## config.mk

```make
export PLATFORM = sky130hd
export DESIGN_NAME = ptp_queue_unpack
export DESIGN_NICKNAME = d
export VERILOG_FILES = /design/src/rtl/ptp_pkg.sv /design/src/rtl/ptp_queue_unpack.sv
export SDC_FILE = /design/constraint.sdc
export NUM_CORES = 1
export LEC_CHECK = 0
export BUFFER_PORTS_ARGS = -buffer_cell sky130_fd_sc_hd__buf_2
export CAP_MARGIN = 20
export CORE_MARGIN = 3
export CORE_UTILIZATION = 40
export CTS_BUF_LIST = sky130_fd_sc_hd__clkbuf_8
export CTS_CLUSTER_DIAMETER = 120
export DETAILED_ROUTE_END_ITERATION = 12
export GPL_TIMING_DRIVEN = 0
export PLACE_DENSITY = 0.71
export SETUP_SLACK_MARGIN = 0.1
export SLEW_MARGIN = 5
export SYNTH_ARGS = -nofsm -noshare
export SYNTH_HDL_FRONTEND = slang
export SYNTH_SLANG_ARGS = --single-unit
```

## constraint.sdc

```tcl
create_clock -name clk -period 1.4 [get_ports clk]
set_input_delay 0.07 -clock clk [delete_from_list [all_inputs] [get_ports clk]]
set_output_delay 0.07 -clock clk [all_outputs]
set_load 0.005 [all_outputs]
```

## src/rtl/ptp_pkg.sv

```systemverilog
// Shared constants and FSM encoding for the PTP record queue unpacker.
//   RecW        : width of one FIFO record (four stream words)
//   WordW       : width of one stream word
//   ptp_state_e : unpacker FSM states
package ptp_pkg;

  localparam int unsigned RecW  = 128;
  localparam int unsigned WordW = 32;

  typedef enum logic [1:0] {
    StIdle  = 2'd0,
    StLatch = 2'd1,
    StSend  = 2'd2
  } ptp_state_e;

endpackage

```

## src/rtl/ptp_queue_unpack.sv

```systemverilog
// Pops 128-bit records from a normal-mode (non-showahead) FIFO and emits each
// as four 32-bit words on a valid/ready stream with start/end-of-record marks.
//   clk, rst_n           : clock, asynchronous active-low reset
//   enable               : permits starting a new record fetch
//   q_data/q_rdempty/
//   q_rdusedw/q_rdreq    : FIFO read side (data valid the cycle after q_rdreq)
//   m_data/m_valid/
//   m_ready/m_sop/m_eop  : word stream
//   pending              : records not yet fully emitted
module ptp_queue_unpack
  import ptp_pkg::*;
#(
  parameter int unsigned MSW_FIRST = 1
) (
  input  logic             clk,
  input  logic             rst_n,
  input  logic             enable,
  input  logic [RecW-1:0]  q_data,
  input  logic             q_rdempty,
  input  logic [3:0]       q_rdusedw,
  output logic             q_rdreq,
  output logic [WordW-1:0] m_data,
  output logic             m_valid,
  input  logic             m_ready,
  output logic             m_sop,
  output logic             m_eop,
  output logic [4:0]       pending
);

  ptp_state_e state_q, state_d;
  logic [RecW-1:0] hold_q, hold_d;
  logic [1:0]      idx_q, idx_d;
  logic            can_fetch;
  logic            fire;
  logic            last;
  logic            fetch;
  logic [1:0]      sel;
  logic [3:0][WordW-1:0] words;

  assign can_fetch = enable & ~q_rdempty;
  assign m_valid   = (state_q == StSend);
  assign fire      = m_valid & m_ready;
  assign last      = (idx_q == 2'd3);

  always_comb begin
    state_d = state_q;
    hold_d  = hold_q;
    idx_d   = idx_q;
    fetch   = 1'b0;
    unique case (state_q)
      StIdle: begin
        if (can_fetch) begin
          fetch   = 1'b1;
          state_d = StLatch;
        end
      end
      StLatch: begin
        hold_d  = q_data;
        idx_d   = 2'd0;
        state_d = StSend;
      end
      StSend: begin
        if (fire) begin
          if (last) begin
            // Record boundary: chain straight into the next fetch if allowed.
            if (can_fetch) begin
              fetch   = 1'b1;
              state_d = StLatch;
            end else begin
              state_d = StIdle;
            end
          end else begin
            idx_d = idx_q + 2'd1;
          end
        end
      end
      default: state_d = StIdle;
    endcase
  end

  // Reset holds state in StIdle, where enable alone would otherwise pop.
  assign q_rdreq = fetch & rst_n;

  always_ff @(posedge clk or negedge rst_n) begin
    if (!rst_n) begin
      state_q <= StIdle;
      hold_q  <= '0;
      idx_q   <= 2'd0;
    end else begin
      state_q <= state_d;
      hold_q  <= hold_d;
      idx_q   <= idx_d;
    end
  end

  // words[3] is record bits [127:96].
  assign words  = hold_q;
  assign sel    = (MSW_FIRST != 0) ? (2'd3 - idx_q) : idx_q;
  assign m_data = words[sel];
  assign m_sop  = m_valid & (idx_q == 2'd0);
  assign m_eop  = m_valid & last;

  assign pending = {1'b0, q_rdusedw} + {4'd0, (state_q != StIdle)};

endmodule

```

==> results of run 1 <==
==> metal layers <==
metal / vias up / routed length [um]
met5: - / 0
met3: 43 / 913
met2: 187 / 10400
li1: 2018 / -
met1: 2432 / 7890
met4: 0 / 546
==> what timing repair did <==
action | CTS | global route
gates cloned | 15 | 2
pin swaps | 11 | 10
gates resized for setup | 225 | 20
buffers inserted | 29 | 7
endpoints found under the setup margin | 172 | 173
hold endpoints to repair | 185 | 55
==> per-stage QoR <==
stage | worst slack [ps] | TNS (ps)
3_5_place_dp | -385 | -21870
4_1_cts | -556 | -55110
2_1_floorplan | 29.3 | 0
3_3_place_gp | -1450 | -211520
6_report | -530 | -54390
5_1_grt | -598 | -65530
==> registers in the layout, summed over array words and instances (netlist names) <==
name,cells
state_q,2
idx_q,2
hold_q,128
==> worst max path at each step <==
stage                                       from                     end  slack [ps]  cells after the start
after floorplan           state_q[1]$_DFFE_PN0P_   hold_q[0]$_DFFE_PN0N_          30                      5
after global placement                     rst_n  hold_q[49]$_DFFE_PN0N_       -1450                      1
after CTS                   idx_q[0]$_DFFE_PN0P_              m_data[10]        -560                      4
after detailed placement    idx_q[1]$_DFFE_PN0P_              m_data[14]        -390                      4
final                       idx_q[0]$_DFFE_PN0P_              m_data[22]        -530                      4
after global routing        idx_q[0]$_DFFE_PN0P_              m_data[17]        -600                      4
==> area by class of cell <==
cell class,count,area [sq um]
Antenna cell,1,2.50
Buffer,23,402
Clock buffer,18,248
Clock inverter,14,169
Fill cell,831,3700
Inverter,3,13.8
Multi-Input combinational cell,185,2950
Sequential cell,132,3310
Tap cell,180,225
Timing Repair Buffer,354,3030
==> Yosys cell counts <==
| cell | instances | area, sq um |
|---|---|---|
| inv_1 | 3 | 11.3 |
| clkbuf_1 | 2 | 7.51 |
| xor2_1 | 1 | 8.76 |
| mux4_2 | 32 | 721 |
| buf_4 | 16 | 120 |
| a2111oi_0 | 1 | 8.76 |
| dfrtp_1 | 132 | 3300 |
| nand2b_1 | 1 | 6.26 |
| nor3b_1 | 1 | 7.51 |
| nand2_1 | 2 | 7.51 |
| and2_1 | 3 | 18.8 |
| nor2b_2 | 1 | 8.76 |
| nor2b_1 | 1 | 6.26 |
| o22ai_1 | 2 | 12.5 |
| ha_1 | 4 | 50.1 |
| o22a_1 | 1 | 8.76 |
| a21o_1 | 1 | 7.51 |
| o21ai_0 | 1 | 5.00 |
| nand3_1 | 1 | 5.00 |
| clkbuf_2 | 1 | 5.00 |
| buf_2 | 4 | 20.0 |
| and3_1 | 1 | 6.26 |
| mux2_2 | 128 | 1440 |
| or2_2 | 1 | 6.26 |
| mux2i_1 | 1 | 10.0 |
| xnor2_1 | 1 | 8.76 |
==> power by group <==
group	switching (mW)	total (mW)	leakage, nW	internal (mW)
combinational	3.18	9.87	3.01	6.69
sequential	1.14	6.89	1.57	5.75
clock	1.52	3.46	0.226	1.95
total	5.84	20.2	4.81	14.4
==> cells by family (layout without fill, tap and decap cells) <==
group	after synthesis	after routing	share of synthesized area [%]
buffers and inverters	26	412	2.82
multiplexers	161	161	37.3
AO/OA/AOI/OAI	6	6	0.731
other	0	1	0
adder cells (fa/ha/maj)	4	4	0.860
AND/OR/NAND/NOR	12	12	1.25
XOR/XNOR	2	2	0.301
flip-flops	132	132	56.7
==> impl_metrics.tcl, run 1 <==
set metrics [dict create \
    chipWidth_um 127 \
    ys_ff_latch 132 \
    ir_worst_vdd_uv 1100 \
    period_needed_ps 1930 \
    outcome "finished with violations" \
    antenna_found_initial 1 \
    initial_core_util_pct 41.5 \
    met3_usage_pct 5.43 \
    synth_nets 484 \
    wire_per_inst_um 21.7 \
    timing.rr.start "state_q[1]$_DFFE_PN0P_" \
    dieArea_sq_um 16000 \
    total_power_mw 20.2 \
    failed_checks "negative hold slack, negative setup slack" \
    fin_crit_sh_pct 138 \
    relSlewSlack_pct 64.4 \
    grt_pass1_vias 5468 \
    cp_data_arrival_time_ps 1860 \
    setup.worst_path.start_class "flop" \
    power_density_nw_per_um2 1960 \
    final_common_cell "buf_2" \
    finalSetupViolCount 172 \
    cp_max_fo 8 \
    worst-setup-path-type "flop to output pin" \
    drive_above_1_share_pct 62.6 \
    clk_pin_slew_ps 80 \
    rows 43 \
    holdWs_ps -447 \
    drv_cap 0 \
    top_usage_layer "met2" \
    hp-class "primary input to asynchronous set/reset pin" \
    cp_cell_sequence "buf_12, clkbuf_16, mux4_2, buf_2" \
    cts_buffers 17 \
    use_met1_pct 30.6 \
    grt_overflow 0 \
    tritoncts "done" \
    syn_to_final_growth_pct 77.6 \
    io_pins 178 \
    num-nets-final 857 \
    cp_slowest_cell "mux4_2" \
    grt_usage_pct 25.4 \
    die_h_um 127 \
    drtPass1Iterations 4 \
    crit_family "multiplexers" \
    cp_num_buf_inv 3 \
    hpwlAfterDp_um 10200 \
    drtIter0Drc 193 \
    drc 0 \
    gp_congestion 0.766 \
    clkLatencyLatePin_ps 460 \
    fin_skew_ps 12.3 \
    num_vias 4680 \
    slew_violations 0 \
    fp.coreArea_sq_um 14000 \
    netlist-cell-type-count 26 \
    synth_area_per_cell_sq_um 17.0 \
    post-route-cell-area_sq_um 10300 \
    port_buffers 177 \
    r2r_slack_ps -390 \
    layout_common_cells "buf_2 (170), dfrtp_1 (130), dlygate4sd3_1 (129)" \
    fmaxAchievable_mhz 518 \
    r2r_end "hold_q[28]$_DFFE_PN0N_" \
    slowest_delay_ps 500 \
    detail-route-antenna-nets 0 \
    place_inst 701 \
    p_leak_nw 4.81 \
    final_core_util_pct 73.7 \
    totalWireLength_um 19700 \
    ys_warn_count 0 \
    ys_seq_area_share_pct 56.7 \
    rsz0062_at_grt "true" \
    cts_max_path_buffers 2 \
    clock_sinks 132 \
    grt_pass1_wl_um 30900 \
    worstMarginPinSlew_ps 534 \
    avgViaCountPerCell 5.14 \
    cp.required_ps 1330 \
    hold_viol_final 65 \
    ctsRootBufferMaster "clkbuf_8" \
    crit_path_end_kind "output pin" \
    syn_inst 343 \
    holdBufCountCts 129 \
    cts_max_level 4 \
    grt_max_degree 79 \
    use_met2_pct 45.3 \
    reg2reg_depth 9 \
    place_area_sq_um 7060 \
    stdcell_count 910 \
    syn_area_sq_um 5820 \
    fin_ws_ps -530 \
]
(Power assumes the default switching activity.)
==> inputs of run 2 (changes only) <==
GPL_TIMING_DRIVEN = 1   (was 0)
MAX_ROUTING_LAYER = met4   (was unset)
SKIP_CTS_REPAIR_TIMING = 1   (was unset)
==> run 2 against run 1 <==
Against the previous run: the run still ends with negative hold slack, negative setup slack left; sequential power about the same; die area unchanged; clock power is 21% lower; register-to-register slack improved by 20 ps; via count shrank 4.2%; routed wire length down 5.2%; power shrank 7.0%; critical path depth unchanged; critical path type unchanged; critical endpoint is now m_data[28].
==> impl_metrics.tcl, run 2 (synthesis results as in run 1) <==
set metrics [dict create \
    cp_max_fo 6 \
    hpwlAfterDp_um 9540 \
    grt_overflow 0 \
    post-route-cell-area_sq_um 9920 \
    chipWidth_um 127 \
    cts_max_path_buffers 2 \
    grt_pass1_wl_um 20800 \
    detail-route-antenna-nets 0 \
    final_common_cell "buf_2" \
    fp.coreArea_sq_um 14000 \
    gp_congestion 0.797 \
    fin_crit_sh_pct 133 \
    worst-setup-path-type "flop to output pin" \
    fin_skew_ps 15.2 \
    io_pins 178 \
    nFillCells 870 \
    drc 0 \
    drtIter0Drc 200 \
    cp_slowest_cell "mux4_2" \
    cp.required_ps 1330 \
    rows 43 \
    largest_reg_flops 128 \
    period_needed_ps 1870 \
    power_density_nw_per_um2 1900 \
    cts_buffers 17 \
    min_to "state_q[0]$_DFFE_PN0P_" \
    drtPass1Iterations 4 \
    regMostFlops "hold_q" \
    initial_core_util_pct 41.5 \
    slew_violations 0 \
    place_area_sq_um 7110 \
    clkLatencyLatePin_ps 430 \
    cts_max_level 4 \
    r2r_slack_ps -370 \
    slowest_delay_ps 500 \
    grt_usage_pct 17.2 \
    rsz0062_at_grt "true" \
    holdPathStages 3 \
    critPathLaunch "idx_q[0]$_DFFE_PN0P_" \
    setup.worst_path.start_class "flop" \
    failed_checks "negative hold slack, negative setup slack" \
    clock_sinks 132 \
    fin_ws_ps -468 \
    stdcell_count 891 \
    antenna_found_initial 0 \
    reg2reg_depth 6 \
    fmaxAchievable_mhz 535 \
    syn_to_final_growth_pct 70.4 \
    ctsRootBufferMaster "clkbuf_8" \
    cp_data_arrival_time_ps 1800 \
    holdWs_ps -51.3 \
    cp_cell_sequence "buf_6, clkbuf_16, mux4_2, buf_2" \
    final_core_util_pct 70.6 \
    place_inst 700 \
    grt_max_degree 77 \
    n_antenna_cell 0 \
    finalSetupViolCount 169 \
    relSlewSlack_pct 71.0 \
    hold_path.startpoint "q_rdempty" \
    dieArea_sq_um 16000 \
    ir_worst_vdd_uv 1060 \
    p_leak_nw 4.64 \
    num-nets-final 840 \
    reg_top3 "hold_q x128, idx_q x2, state_q x2" \
    worstMarginPinSlew_ps 434 \
    num_vias 4484 \
    tritoncts "done" \
    crit_path_end_kind "output pin" \
    wire_per_inst_um 21.0 \
    clk_pin_slew_ps 80 \
    drive_above_1_share_pct 60.8 \
    outcome "finished with violations" \
    timing.rr.start "state_q[1]$_DFFE_PN0P_" \
    die_h_um 127 \
    drv_cap 0 \
    avgViaCountPerCell 5.03 \
    hp-class "primary input to flop" \
    layout_common_cells "buf_2 (173), dlygate4sd3_1 (129), dfrtp_1 (129)" \
    grt_pass1_vias 4104 \
    port_buffers 177 \
    totalWireLength_um 18700 \
    hold_viol_final 1 \
    r2r_end "hold_q[33]$_DFFE_PN0N_" \
]
-- run 2: cell types whose count changed in the layout (fill, tap and decap cells not counted), moves of 3 or more --
cell / before / now
buf_12: 27 / 16
buf_16: 11 / 0
buf_2: 170 / 173
buf_6: 25 / 12
buf_8: 1 / 5
bufinv_16: 4 / 0
clkbuf_16: 2 / 13
clkinv_2: 6 / 3
inv_1: 5 / 8
-- run 2: stage by stage --
step | setup TNS, ps | power, mW | setup slack (ps)
after floorplan | 0 | 10.9 | 29.3
after global placement | -1540 | 12.8 | -81.7
after detailed placement | -5190 | 13.2 | -168
after CTS | -26470 | 15.9 | -675
after global routing | -59020 | 19.8 | -541
final | -51400 | 18.8 | -468
-- run 2: power by group --
group / total [mW] / switching [mW] / internal, mW
sequential: 6.87 / 1.12 / 5.76
clock: 2.74 / 1.38 / 1.36
combinational: 9.20 / 2.99 / 6.20
total: 18.8 / 5.49 / 13.3
-- run 2: worst max-delay path by stage --
stage                       endpoint  slack (ps)  cells past startpoint
2_1_floorplan  hold_q[0]$_DFFE_PN0N_          30                      5
3_3_place_gp                 q_rdreq         -80                      5
3_5_place_dp                 q_rdreq        -170                      5
4_1_cts                      q_rdreq        -670                      5
5_1_grt                   m_data[28]        -540                      4
6_report                  m_data[28]        -470                      4
-- run 2: routing by layer --
layer  global-route usage (%)  up-vias  part of all wire, %
li1                         -     1990                    -
met5                        -        -                    0
met3                     5.05       25                  5.0
met1                     20.9     2287                   41
met4                     5.68        0                  1.6
met2                     27.6      182                   53
-- run 2: final cells by class --
cell class | count | area (sq um) | share of cell area [%]
clock inverters | 10 | 45.0 | 0.454
repair buffers | 360 | 3100 | 31.3
clock buffers | 21 | 289 | 2.91
multi-input cells | 185 | 2940 | 29.6
flip-flops and latches | 132 | 3310 | 33.3
well taps | 180 | 225 | 2.27
inverters | 3 | 11.3 | 0.114
-- run 2: worst max-delay path, delay by kind of cell (launching register included) --
kind / cells / cell delay [ps]
buffers and inverters: 3 / 480
muxes: 1 / 500
DFF: 1 / 390
==> inputs of run 3 (changes only) <==
CORE_MARGIN = unset   (was 3)
CORE_UTILIZATION = 53   (was 40)
PLACE_DENSITY = 0.86   (was 0.71)
clock period = 1.9 ns   (was 1.4 ns; I/O delays follow)
==> run 3 against run 2 <==
Against the previous run: critical endpoint is now m_data[14]; the run ends with negative setup slack left; flip-flop and latch count unchanged; power down 31%; utilization up 13 points; highest routed layer unchanged; cell count down 8.3%; combinational power down 44%; largest cell class unchanged; routed wire length down 13%; critical path depth down 1.
==> impl_metrics.tcl, run 3 (synthesis results as in run 1) <==
set metrics [dict create \
    outcome "finished with violations" \
    failed_checks "negative setup slack" \
    io_pins 178 \
    layout_common_cells "buf_2 (170), dlygate4sd3_1 (132), mux2_2 (128), dfrtp_1 (128), mux4_2 (32)" \
    totalWireLength_um 16300 \
    period_needed_ps 1920 \
    die_h_um 107 \
    antenna_found_initial 2 \
    clock_sinks 132 \
    r2r_slack_ps 80 \
    slew_violations 0 \
    cp.required_ps 1800 \
    reg_top3 "hold_q x128, idx_q x2, state_q x2" \
    fin_tns_setup_ps -88.8 \
    wire_per_inst_um 19.9 \
    fmaxAchievable_mhz 521 \
    slowest_delay_ps 550 \
    drive_above_1_share_pct 58.3 \
    clkLatencyLatePin_ps 440 \
    detail-route-antenna-nets 0 \
    cts_max_path_buffers 2 \
    final_common_cell "buf_2" \
    fin_crit_sh_pct 101 \
    holdWs_ps 69.2 \
    regMostFlops "hold_q" \
    place_inst 641 \
    dieArea_sq_um 11400 \
    total_power_mw 12.9 \
    power_density_nw_per_um2 1460 \
    cp_data_arrival_time_ps 1820 \
    drv_cap 0 \
    grt_pass1_vias 3972 \
    reg2reg_depth 5 \
    cts_buffers 17 \
    syn_to_final_growth_pct 51.8 \
    multi_input_area_sq_um 2440 \
    stdcell_count 817 \
    gp_congestion 0.799 \
    regArea_sq_um 3310 \
    tritoncts "done" \
    num_vias 4360 \
    relSlewSlack_pct 67.0 \
    drc 0 \
    clk_pin_slew_ps 70 \
    num-nets-final 807 \
    rows 37 \
    final_core_util_pct 84.1 \
    chipWidth_um 107 \
    fin_skew_ps 9.65 \
    worst-setup-path-type "flop to output pin" \
    finalSetupViolCount 9 \
    grt_max_degree 93 \
    largest_reg_flops 128 \
    setup.worst_path.start_class "flop" \
    worstMarginPinSlew_ps 495 \
    grt_usage_pct 23.5 \
    fp.coreArea_sq_um 10500 \
    hpwlAfterDp_um 8540 \
    r2r_end "hold_q[126]$_DFFE_PN0N_" \
    cp_max_fo 18 \
    drtIter0Drc 153 \
    rsz0062_at_grt "true" \
    nFillCells 493 \
    cp_cell_sequence "buf_12, mux4_2, buf_2" \
    timing.rr.start "state_q[1]$_DFFE_PN0P_" \
    hp-class "primary input to asynchronous set/reset pin" \
    critPathLaunch "idx_q[0]$_DFFE_PN0P_" \
    p_leak_nw 3.97 \
    grt_pass1_wl_um 19500 \
    hold_viol_final 0 \
    ctsRootBufferMaster "clkbuf_8" \
    fin_ws_ps -18.1 \
    crit_path_end_kind "output pin" \
    avgViaCountPerCell 5.34 \
    grt_overflow 0 \
    drtPass1Iterations 4 \
    port_buffers 177 \
    ir_worst_vdd_uv 943 \
    cp_slowest_cell "mux4_2" \
    cts_max_level 4 \
    initial_core_util_pct 55.4 \
]
-- run 3: cell type report --
cell class | count | area share (%)
Inverter | 3 | 0.127
Clock inverter | 13 | 2.15
Antenna cell | 2 | 0.0566
Sequential cell | 132 | 37.4
Tap cell | 136 | 1.92
Timing Repair Buffer | 327 | 27.8
Multi-Input combinational cell | 185 | 27.6
Clock buffer | 19 | 2.96
-- run 3: report_power, final --
group | leakage (nW) | total (mW) | internal [mW] | switching (mW)
Sequential | 1.57 | 5.06 | 4.24 | 0.824
Combinational | 2.17 | 5.17 | 3.27 | 1.91
Clock | 0.237 | 2.69 | 1.61 | 1.08
Total | 3.97 | 12.9 | 9.12 | 3.81
-- run 3: routing by layer --
| layer | vias to the layer above | part of all wire [%] | track usage (%) |
|---|---|---|---|
| met3 | 45 | 4.3 | 7.78 |
| met2 | 165 | 55 | 38.4 |
| met1 | 2225 | 37 | 27.4 |
| met5 | - | 0 | - |
| met4 | 0 | 3.3 | 7.93 |
| li1 | 1925 | - | - |
-- run 3: critical path: cells and delay by family, from the launching register on --
family | cells | cell delay [ps]
flops | 1 | 450
mux | 1 | 550
buf+inv | 2 | 380
-- run 3: worst max path at each step --
| stage | endpoint | cells after the start |
|---|---|---|
| finish | m_data[14] | 3 |
| global route | m_data[22] | 3 |
| CTS | q_rdreq | 5 |
| detailed placement | q_rdreq | 5 |
| global placement | pending[4] | 5 |
| floorplan | idx_q[1]$_DFFE_PN0P_ | 7 |
-- run 3: metrics by stage --
| stage | setup WS [ps] | cell area, sq um |
|---|---|---|
| after floorplan | 410 | 5820 |
| after global placement | 337 | 6850 |
| after detailed placement | 185 | 6850 |
| after CTS | -289 | 7300 |
| after global routing | -101 | 8840 |
| final | -18.1 | 8840 |
